<file path="src/rtl/reorder_buffer_if.sv">
// Reorder buffer bus bundle: issue, result buses, operand queries,
// commit and flush. master = issue/execute side, slave = the ROB.
interface reorder_buffer_if #(
    parameter int ROB_WIDTH = 4
);
    logic                 issueValid;
    logic [1:0]           issueType;
    logic [4:0]           issueDest;
    logic                 issuePredTaken;
    logic [31:0]          issueAltPc;
    logic [ROB_WIDTH-1:0] issueRobIndex;
    logic                 full;

    logic                 rsUpdate;
    logic [ROB_WIDTH-1:0] rsRobIndex;
    logic [31:0]          rsVal;
    logic                 lsbUpdate;
    logic [ROB_WIDTH-1:0] lsbRobIndex;
    logic [31:0]          lsbVal;

    logic [ROB_WIDTH-1:0] query1Index;
    logic [ROB_WIDTH-1:0] query2Index;
    logic                 query1Ready;
    logic                 query2Ready;
    logic [31:0]          query1Val;
    logic [31:0]          query2Val;

    logic                 commitValid;
    logic [4:0]           commitDest;
    logic [31:0]          commitVal;
    logic [ROB_WIDTH-1:0] commitRobIndex;
    logic                 commitStore;
    logic                 flushOut;
    logic [31:0]          flushPc;

    modport master (
        output issueValid, issueType, issueDest,
        output issuePredTaken, issueAltPc,
        input  issueRobIndex, full,
        output rsUpdate, rsRobIndex, rsVal,
        output lsbUpdate, lsbRobIndex, lsbVal,
        output query1Index, query2Index,
        input  query1Ready, query2Ready,
        input  query1Val, query2Val,
        input  commitValid, commitDest, commitVal,
        input  commitRobIndex, commitStore,
        input  flushOut, flushPc
    );

    modport slave (
        input  issueValid, issueType, issueDest,
        input  issuePredTaken, issueAltPc,
        output issueRobIndex, full,
        input  rsUpdate, rsRobIndex, rsVal,
        input  lsbUpdate, lsbRobIndex, lsbVal,
        input  query1Index, query2Index,
        output query1Ready, query2Ready,
        output query1Val, query2Val,
        output commitValid, commitDest, commitVal,
        output commitRobIndex, commitStore,
        output flushOut, flushPc
    );
endinterface

</file>
<file path="src/rtl/reorder_buffer.sv">
// In-order retirement buffer. Ports: clockIn, resetIn (sync, active-low),
// bus (slave): issue/alloc, RS+LSB result capture, queries, commit, flush.
module reorder_buffer #(
    parameter int ROB_WIDTH = 4
) (
    input logic             clockIn,
    input logic             resetIn,
    reorder_buffer_if.slave bus
);
    localparam int DEPTH = 2 ** ROB_WIDTH;

    typedef enum logic [1:0] {
        TypeReg    = 2'b00,
        TypeStore  = 2'b01,
        TypeBranch = 2'b10,
        TypeRsvd   = 2'b11
    } entryType_e;

    logic              entryValid [DEPTH];
    logic              entryReady [DEPTH];
    entryType_e        entryType  [DEPTH];
    logic [4:0]        entryDest  [DEPTH];
    logic              entryPred  [DEPTH];
    logic [31:0]       entryAltPc [DEPTH];
    logic [31:0]       entryValue [DEPTH];

    logic [ROB_WIDTH-1:0] head;
    logic [ROB_WIDTH-1:0] tail;
    logic [ROB_WIDTH:0]   count;

    logic headFires;
    logic headIsBranch;
    logic headIsStore;
    logic mispredict;
    logic branchOk;
    logic doIssue;

    assign headFires    = entryValid[head] && entryReady[head];
    assign headIsBranch = entryType[head] == TypeBranch;
    assign headIsStore  = entryType[head] == TypeStore;
    assign mispredict   = headFires && headIsBranch
                       && (entryValue[head][0] != entryPred[head]);
    assign branchOk     = headFires && headIsBranch && !mispredict;
    // A flush wipes the machine, so a same-cycle issue is dropped.
    assign doIssue      = bus.issueValid && !mispredict;

    assign bus.issueRobIndex = tail;
    assign bus.full = count >= (ROB_WIDTH + 1)'(DEPTH - 2);

    // Operand lookup with result-bus bypass: LSB, then RS, then stored.
    function automatic logic [32:0] lookup(
        input logic [ROB_WIDTH-1:0] idx
    );
        logic [32:0] res;
        res = '0;
        if (bus.lsbUpdate && bus.lsbRobIndex == idx)
            res = {1'b1, bus.lsbVal};
        else if (bus.rsUpdate && bus.rsRobIndex == idx)
            res = {1'b1, bus.rsVal};
        else if (entryValid[idx] && entryReady[idx])
            res = {1'b1, entryValue[idx]};
        return res;
    endfunction

    always_comb begin
        {bus.query1Ready, bus.query1Val} = lookup(bus.query1Index);
        {bus.query2Ready, bus.query2Val} = lookup(bus.query2Index);
    end

    always_ff @(posedge clockIn) begin
        if (!resetIn) begin
            head <= '0;
            tail <= '0;
            count <= '0;
            for (int i = 0; i < DEPTH; i++) begin
                entryValid[i] <= 1'b0;
                entryReady[i] <= 1'b0;
            end
            bus.commitValid    <= 1'b0;
            bus.commitStore    <= 1'b0;
            bus.flushOut       <= 1'b0;
            bus.commitDest     <= '0;
            bus.commitVal      <= '0;
            bus.commitRobIndex <= '0;
            bus.flushPc        <= '0;
        end else begin
            bus.commitValid <= 1'b0;
            bus.commitStore <= 1'b0;
            bus.flushOut    <= 1'b0;

            // LSB written last so it wins a same-index collision.
            if (bus.rsUpdate && entryValid[bus.rsRobIndex]) begin
                entryValue[bus.rsRobIndex] <= bus.rsVal;
                entryReady[bus.rsRobIndex] <= 1'b1;
            end
            if (bus.lsbUpdate && entryValid[bus.lsbRobIndex]) begin
                entryValue[bus.lsbRobIndex] <= bus.lsbVal;
                entryReady[bus.lsbRobIndex] <= 1'b1;
            end

            if (doIssue) begin
                entryValid[tail] <= 1'b1;
                entryReady[tail] <= 1'b0;
                entryType[tail]  <= entryType_e'(bus.issueType);
                entryDest[tail]  <= bus.issueDest;
                entryPred[tail]  <= bus.issuePredTaken;
                entryAltPc[tail] <= bus.issueAltPc;
                tail <= tail + 1'b1;
            end

            if (headFires) begin
                unique case (1'b1)
                    mispredict: begin
                        bus.flushOut <= 1'b1;
                        bus.flushPc  <= entryAltPc[head];
                    end
                    branchOk: begin
                    end
                    headIsStore: begin
                        bus.commitStore    <= 1'b1;
                        bus.commitRobIndex <= head;
                    end
                    default: begin
                        bus.commitValid    <= 1'b1;
                        bus.commitDest     <= entryDest[head];
                        bus.commitVal      <= entryValue[head];
                        bus.commitRobIndex <= head;
                    end
                endcase
                entryValid[head] <= 1'b0;
                head <= head + 1'b1;
            end

            if (mispredict) begin
                for (int i = 0; i < DEPTH; i++)
                    entryValid[i] <= 1'b0;
                head  <= '0;
                tail  <= '0;
                count <= '0;
            end else if (doIssue && !headFires) begin
                count <= count + 1'b1;
            end else if (!doIssue && headFires) begin
                count <= count - 1'b1;
            end
        end
    end
endmodule
</file>
<file path="src/flat_wrapper.sv">
// flat-port wrapper written by rule: the top's interface ports become plain ports
module reorder_buffer_flat 
#(
    parameter int ROB_WIDTH = 4
)
  (clockIn, resetIn, bus_issueValid, bus_issueType, bus_issueDest, bus_issuePredTaken, bus_issueAltPc, bus_issueRobIndex, bus_full, bus_rsUpdate, bus_rsRobIndex, bus_rsVal, bus_lsbUpdate, bus_lsbRobIndex, bus_lsbVal, bus_query1Index, bus_query2Index, bus_query1Ready, bus_query2Ready, bus_query1Val, bus_query2Val, bus_commitValid, bus_commitDest, bus_commitVal, bus_commitRobIndex, bus_commitStore, bus_flushOut, bus_flushPc);
  reorder_buffer_if #(.ROB_WIDTH(ROB_WIDTH)) bus_i ();
  input logic clockIn;
  input logic resetIn;
  input wire logic [$bits(bus_i.issueValid)-1:0] bus_issueValid;
  input wire logic [$bits(bus_i.issueType)-1:0] bus_issueType;
  input wire logic [$bits(bus_i.issueDest)-1:0] bus_issueDest;
  input wire logic [$bits(bus_i.issuePredTaken)-1:0] bus_issuePredTaken;
  input wire logic [$bits(bus_i.issueAltPc)-1:0] bus_issueAltPc;
  output wire logic [$bits(bus_i.issueRobIndex)-1:0] bus_issueRobIndex;
  output wire logic [$bits(bus_i.full)-1:0] bus_full;
  input wire logic [$bits(bus_i.rsUpdate)-1:0] bus_rsUpdate;
  input wire logic [$bits(bus_i.rsRobIndex)-1:0] bus_rsRobIndex;
  input wire logic [$bits(bus_i.rsVal)-1:0] bus_rsVal;
  input wire logic [$bits(bus_i.lsbUpdate)-1:0] bus_lsbUpdate;
  input wire logic [$bits(bus_i.lsbRobIndex)-1:0] bus_lsbRobIndex;
  input wire logic [$bits(bus_i.lsbVal)-1:0] bus_lsbVal;
  input wire logic [$bits(bus_i.query1Index)-1:0] bus_query1Index;
  input wire logic [$bits(bus_i.query2Index)-1:0] bus_query2Index;
  output wire logic [$bits(bus_i.query1Ready)-1:0] bus_query1Ready;
  output wire logic [$bits(bus_i.query2Ready)-1:0] bus_query2Ready;
  output wire logic [$bits(bus_i.query1Val)-1:0] bus_query1Val;
  output wire logic [$bits(bus_i.query2Val)-1:0] bus_query2Val;
  output wire logic [$bits(bus_i.commitValid)-1:0] bus_commitValid;
  output wire logic [$bits(bus_i.commitDest)-1:0] bus_commitDest;
  output wire logic [$bits(bus_i.commitVal)-1:0] bus_commitVal;
  output wire logic [$bits(bus_i.commitRobIndex)-1:0] bus_commitRobIndex;
  output wire logic [$bits(bus_i.commitStore)-1:0] bus_commitStore;
  output wire logic [$bits(bus_i.flushOut)-1:0] bus_flushOut;
  output wire logic [$bits(bus_i.flushPc)-1:0] bus_flushPc;
  assign bus_i.issueValid = bus_issueValid;
  assign bus_i.issueType = bus_issueType;
  assign bus_i.issueDest = bus_issueDest;
  assign bus_i.issuePredTaken = bus_issuePredTaken;
  assign bus_i.issueAltPc = bus_issueAltPc;
  assign bus_issueRobIndex = bus_i.issueRobIndex;
  assign bus_full = bus_i.full;
  assign bus_i.rsUpdate = bus_rsUpdate;
  assign bus_i.rsRobIndex = bus_rsRobIndex;
  assign bus_i.rsVal = bus_rsVal;
  assign bus_i.lsbUpdate = bus_lsbUpdate;
  assign bus_i.lsbRobIndex = bus_lsbRobIndex;
  assign bus_i.lsbVal = bus_lsbVal;
  assign bus_i.query1Index = bus_query1Index;
  assign bus_i.query2Index = bus_query2Index;
  assign bus_query1Ready = bus_i.query1Ready;
  assign bus_query2Ready = bus_i.query2Ready;
  assign bus_query1Val = bus_i.query1Val;
  assign bus_query2Val = bus_i.query2Val;
  assign bus_commitValid = bus_i.commitValid;
  assign bus_commitDest = bus_i.commitDest;
  assign bus_commitVal = bus_i.commitVal;
  assign bus_commitRobIndex = bus_i.commitRobIndex;
  assign bus_commitStore = bus_i.commitStore;
  assign bus_flushOut = bus_i.flushOut;
  assign bus_flushPc = bus_i.flushPc;
  reorder_buffer #(.ROB_WIDTH(ROB_WIDTH)) u_core (.clockIn(clockIn), .resetIn(resetIn), .bus(bus_i));
endmodule
</file>
<file path="config.mk">
export PLATFORM = sky130hd
export DESIGN_NAME = reorder_buffer_flat
export DESIGN_NICKNAME = d
export VERILOG_FILES = /design/src/rtl/reorder_buffer_if.sv /design/src/rtl/reorder_buffer.sv /design/src/flat_wrapper.sv
export SDC_FILE = /design/constraint.sdc
export NUM_CORES = 2
export LEC_CHECK = 0
export CAP_MARGIN = 5
export CORE_MARGIN = 4
export CORE_UTILIZATION = 50
export CTS_BUF_LIST = sky130_fd_sc_hd__clkbuf_8
export DETAILED_ROUTE_END_ITERATION = 10
export PLACE_DENSITY = 0.68
export SKIP_LAST_GASP = 1
export SYNTH_ARGS = -nofsm -noshare
export SYNTH_HDL_FRONTEND = slang
export SYNTH_SLANG_ARGS = --single-unit
</file>
<file path="constraint.sdc">
create_clock -name clockIn -period 14.6 [get_ports clockIn]
set_clock_uncertainty 0.1 [all_clocks]
set_input_delay 2.92 -clock clockIn [delete_from_list [all_inputs] [get_ports clockIn]]
set_output_delay 2.92 -clock clockIn [all_outputs]
set_load 0.1 [all_outputs]
</file>
== Yosys cells after proc, flatten, opt, wreduce, memory -nomap -nowiden ==
Memories as Yosys holds them, arrays and structs flattened. A register that Yosys moved wholly into a read port is not among the register bits.
Index checks and enable logic that the tools add are counted.
Storage, ports and cells
  output and inout bits: 147
  word-level logic and storage cells: 210
  bits in registers: 52
  RAM bits: 1184
  memories: 7
  latch bits: 0
  memory bits (read-only): 0
Memories
  u_core.entryAltPc: words 16, width 32, read ports 1, clocked after memory_dff 1, write ports 1, line reorder_buffer.sv:24  | logic [31:0] entryAltPc [DEPTH];
  u_core.entryValue: words 16, width 32, read ports 3, clocked after memory_dff 1, write ports 2, line reorder_buffer.sv:25  | logic [31:0] entryValue [DEPTH];
  u_core.entryDest: words 16, width 5, read ports 1, clocked after memory_dff 1, write ports 1, line reorder_buffer.sv:22  | logic [4:0] entryDest [DEPTH];
  u_core.entryType: words 16, width 2, read ports 1, clocked after memory_dff 1, write ports 1, line reorder_buffer.sv:21  | entryType_e entryType [DEPTH];
  u_core.entryPred: words 16, width 1, read ports 1, clocked after memory_dff 1, write ports 1, line reorder_buffer.sv:23  | logic entryPred [DEPTH];
  u_core.entryReady: words 16, width 1, read ports 3, clocked after memory_dff 1, write ports 16, line reorder_buffer.sv:20  | logic entryReady [DEPTH];
  +1 memories
Operators by class
  equal/unequal tests: 23
  $mul: 0
  bitwise logic cells: 67
  order comparisons: 1
  div/mod/pow operators: 0
  multiplexer cells: 67
  add/sub/neg operators: 4
  shift-type cells: 0
  reduce and logical (&&, ||, !) cells: 33
Operators by type and width (number)
  $mux W33: 6
  $eq A4 B4 Y1 const B: 16
  $mux W4: 15
  $mux W1: 44
  $and A1 B1 Y1: 32
  $not A1 Y1: 19
  $eq A4 B4 Y1: 4
  $or A1 B1 Y1: 16
  $logic_and A1 B1 Y1: 15
  $mux W5: 2
  $add A4 B1 Y4 const B: 2
  $reduce_and A2 Y1: 4
  $add A5 B1 Y5 const B: 1
  $ge A5 B4 Y1 const B: 1
  $logic_not A1 Y1: 5
  $reduce_or A1 Y1: 5
  $sub A5 B1 Y5 const B: 1
  $reduce_or A2 Y1: 2
  $reduce_or A3 Y1: 1
  $eq A2 B1 Y1 const B: 1
  $eq A2 B2 Y1 const B: 1
  $reduce_bool A2 Y1: 1
  $ne A1 B1 Y1: 1

== Logic depth before layout (Yosys ltp) ==
  depth in word-level cells: 26
  mapped depth: 17

== Worst setup path before layout ==
Ideal clock, no wire load.
  path type: input-to-output
  start: in bus_query1Index[1]
  end: out bus_query1Val[13]
  data arrival time: 6.518 ns
  cell stages on the path: 8
  slack: 5.062 ns
  path through: clkbuf_1 -> buf_2 -> clkbuf_1 -> mux4_2 -> mux4_2 -> and3_1 -> a21oi_1 -> o21ai_0
On the way
  longest elaborated chain between the ends: 5
  elaborated cells on any way between the ends: 11
Ends and longest elaborated chain
  from (decl): line flat_wrapper.sv:23  | input wire logic [$bits(bus_i.query1Index)-1:0] bus_query1Index;
  $mem_v2 Z16 W1, on equally long branches
  $logic_and A1 B1 Y1: line reorder_buffer.sv:60  | else if (entryValid[idx] && entryReady[idx])
  $mux W33: line reorder_buffer.sv:60
  $mux W33: line reorder_buffer.sv:58  | else if (bus.rsUpdate && bus.rsRobIndex == idx)
  $mux W33 (*): line reorder_buffer.sv:56  | if (bus.lsbUpdate && bus.lsbRobIndex == idx)
  to (decl): line flat_wrapper.sv:27  | output wire logic [$bits(bus_i.query1Val)-1:0] bus_query1Val;
Mark *: on every way between the ends. The rest lies on a longest branch, timed or not.

== Worst setup path in the final report ==
  start: in bus_query1Index[3]
  end: out bus_query1Val[31]
Same word-level chain as after synthesis.

==> results.cfg <==
[global_route]
antenna_found_initial = 23
grt_use_total_pct = 29.3
grt_pass1_vias = 39700
grt_start_max_net_pins = 129
overflow = 0
grt_pass1_wl_um = 284000

[drt]
routed-via-count = 39200
viasPerCell = 6.82
antenna_left = 0
met3_wirelength_um = 23000
routedWlPerCell_um = 34.5
drtIter0Drc = 5553
firstDrtPassIters = 6
routed.top_layer = met5
drc = 0
wirelength_um = 198000
met2_wirelength_um = 92400
drt-met1-wl_um = 76100

[status]
status = finished, final reports clean

[setup_path]
critical_path_class = input pin to output pin
reg2reg_slack_ns = 8.87
worstPathRequired_ns = 11.58
worst_ep_arrival_time_ns = 7.39
crit_fanout = 32
r2r-end = u_core.entryDest[2][0]$_DFFE_PP_
startpoint = bus_query1Index[3]
critPathCaptureType = output pin
startpoint_type = input pin
r2r_cells = 9

[clocking]
post_cts_buffers = 0
htreeDepth = 4
cts_tree = yes
clk_latency_ns = 0.95
numCtsBuffers = 208
clk_path_buf_depth = 3
cts-hold-fix-buffers = 0
root_buffer = clkbuf_8
cts_resized = 0
cts.sink_count = 1277
cts.clk_slew.worst_paths_ns = 0.06

[floorplanning]
initial_core_util_pct = 50.6
rows = 131
die_x_um = 368
pin_count = 272
core_mm2 = 0.128
die_area_mm2 = 0.135
die_h_um = 368

[final_layout]
nets = 3974
final_common_cell = edfxtp_1
drive_gt1_share_pct = 41.6
seq_area_mm2 = 0.0371
fillers = 9844
syn_to_final_growth_pct = 13.0
multi_input_comb_area_mm2 = 0.0263
final_cell_mix = 1152 x edfxtp_1, 695 x mux4_2, 513 x mux2_2

[timing]
fin_crit_ns = 10.41
min_period_over_period_pct = 71.3
slew_headroom_pct = 17.0
finalHoldViolations = 0
finalSetupTns_ns = 0
setup_viol = 0
rsz0062_at_grt = no
tightestPinTransition_ns = 1.24
drv_slew = 0
fmax_mhz = 96.1

[power_and_ir_drop]
p_int_mw = 5.73
swShare_pct = 24.4
p_comb_share_pct = 7.2
p_seq_share_pct = 52.8
vdd_drop_max_uv = 119
power_density_mw_per_mm2 = 104
p_sw_mw = 1.85
p_total_mw = 7.59
p_leak_nw = 23.2
clockPowerShare_pct = 40.0

[synth]
syn_area_mm2 = 0.0647
syn_inst = 3671
ys_ff_latch = 1277
synth_edf_count = 1152
avgSynthCellArea_um2 = 17.6
yosys_warnings = 0
yosysSeqAreaShare_pct = 57.3
ys.flop_type = edfxtp_1
yosysUniqueCellTypes = 54
syn-num-nets = 3809
synthArstFlopShare_pct = 0

[hold_path]
holdPathEnd = u_core.bus.flushPc[4]$_SDFFE_PN0P_
hp-class = register to register
hold_depth = 2
hp-start = u_core.bus.flushPc[4]$_SDFFE_PN0P_

[place]
gp_congestion = 0.818
io_buffers = 271
dpl.hpwl_um = 109000

[flow_run]
max_cap_violations = 0
[power by group through the flow]
| stage | logic, mW | registers, mW | clock network (mW) |
|---|---|---|---|
| floorplan | 0.345 | 4.09 | 0 |
| global placement | 0.534 | 4.08 | 0 |
| detailed placement | 0.539 | 4.08 | 0 |
| CTS | 0.540 | 4.01 | 3.09 |
| global route | 0.572 | 4.00 | 3.26 |
| finish | 0.545 | 4.01 | 3.03 |
[layout make-up]
type | count | area share (%)
clock buffers | 221 | 4.16
repair buffers | 367 | 4.69
diodes | 11 | 0.0376
inverters | 8 | 0.0428
well taps | 1729 | 2.96
multi-input cells | 1974 | 36.0
flip-flops and latches | 1277 | 50.7
clock inverters | 166 | 1.40
[cells by family (layout without fill, tap and decap cells)]
group	count (synthesis)	count (layout)	synth area share, %
flops	1277	1277	57.3
mux	1222	1222	33.4
simple gates	363	363	2.78
other cells	0	11	0
xor+xnor	27	27	0.418
fa+ha+maj	13	13	0.263
compound gates	349	349	3.23
buf+inv	420	762	2.65
[worst max-delay path, stage by stage]
cell,delay [ns]
buf_2,0.51
buf_4,0.71
xor2_1,0.14
nor3_1,0.29
nand3_2,0.96
and3_1,0.59
a21oi_1,0.11
o21ai_0,0.10
clkdlybuf4s50_1,1.01
[cells in the mapped netlist (3+ instances only)]
master,n,area (um^2)
a41o_1,37,370
and2_1,22,138
nand4_1,4,25.0
o221a_2,4,45.0
dfxtp_1,125,2500
a311oi_1,10,87.6
inv_1,7,26.3
nor4_1,3,18.8
nor2b_1,9,56.3
nand2_1,120,450
nor3_1,19,95.1
o21bai_1,12,90.1
and3_1,84,526
mux2i_1,12,120
buf_4,4,30.0
ha_1,12,150
nand3_1,41,205
xor2_1,16,140
o21ai_0,92,460
o21ai_1,10,50.1
buf_6,4,45.0
clkbuf_1,305,1140
xnor2_1,8,70.1
nand2b_1,3,18.8
nor2_1,47,176
buf_2,73,365
edfxtp_1,1152,34600
a21oi_1,169,846
mux2_2,513,5780
mux4_2,695,15700
buf_1,26,97.6
[per-layer routing]
layer  track usage [%]  vias up
met2              45.2     2531
li1                  -    15700
met3              7.69      399
met5                 0        -
met4              10.1       12
met1              40.8    20600
[worst max-delay path by stage]
stage	endpoint	slack (ns)	cells past startpoint
final	bus_query1Val[31]	4.19	9
after global placement	bus_query2Val[4]	4.43	7
after global routing	bus_query1Val[4]	4.14	9
after floorplan	bus_query1Val[13]	5.06	8
after detailed placement	bus_query2Val[4]	4.40	7
after CTS	bus_query2Val[4]	4.38	7
[through the flow]
step	instance area (um^2)	std cells	util, %	hold WS [ns]	setup slack, ns
after detailed placement	69000	5355	53.9	0.370	4.40
after CTS	73100	5742	57.1	0.381	4.38
after global routing	73100	5748	57.1	0.396	4.14
after floorplan	64700	3671	-	0.376	5.06
after global placement	69000	5355	53.9	0.365	4.43
final	73100	5753	57.1	0.384	4.19
[registers in the layout (all words and copies together) (netlist names), named ones only]
name	cells
u_core.bus.issueRobIndex	4
u_core.bus.commitRobIndex	4
u_core.entryDest	80
u_core.bus.flushPc	32
u_core.count	5
u_core.entryAltPc	512
u_core.entryValue	512
u_core.entryPred	16
u_core.entryReady	16
u_core.bus.commitStore	1
u_core.bus.commitVal	32
u_core.bus.commitValid	1
u_core.head	4
u_core.bus.flushOut	1
u_core.bus.commitDest	5
u_core.entryValid	16
u_core.entryType	32
Note: power is estimated with default switching activity, not from simulation.
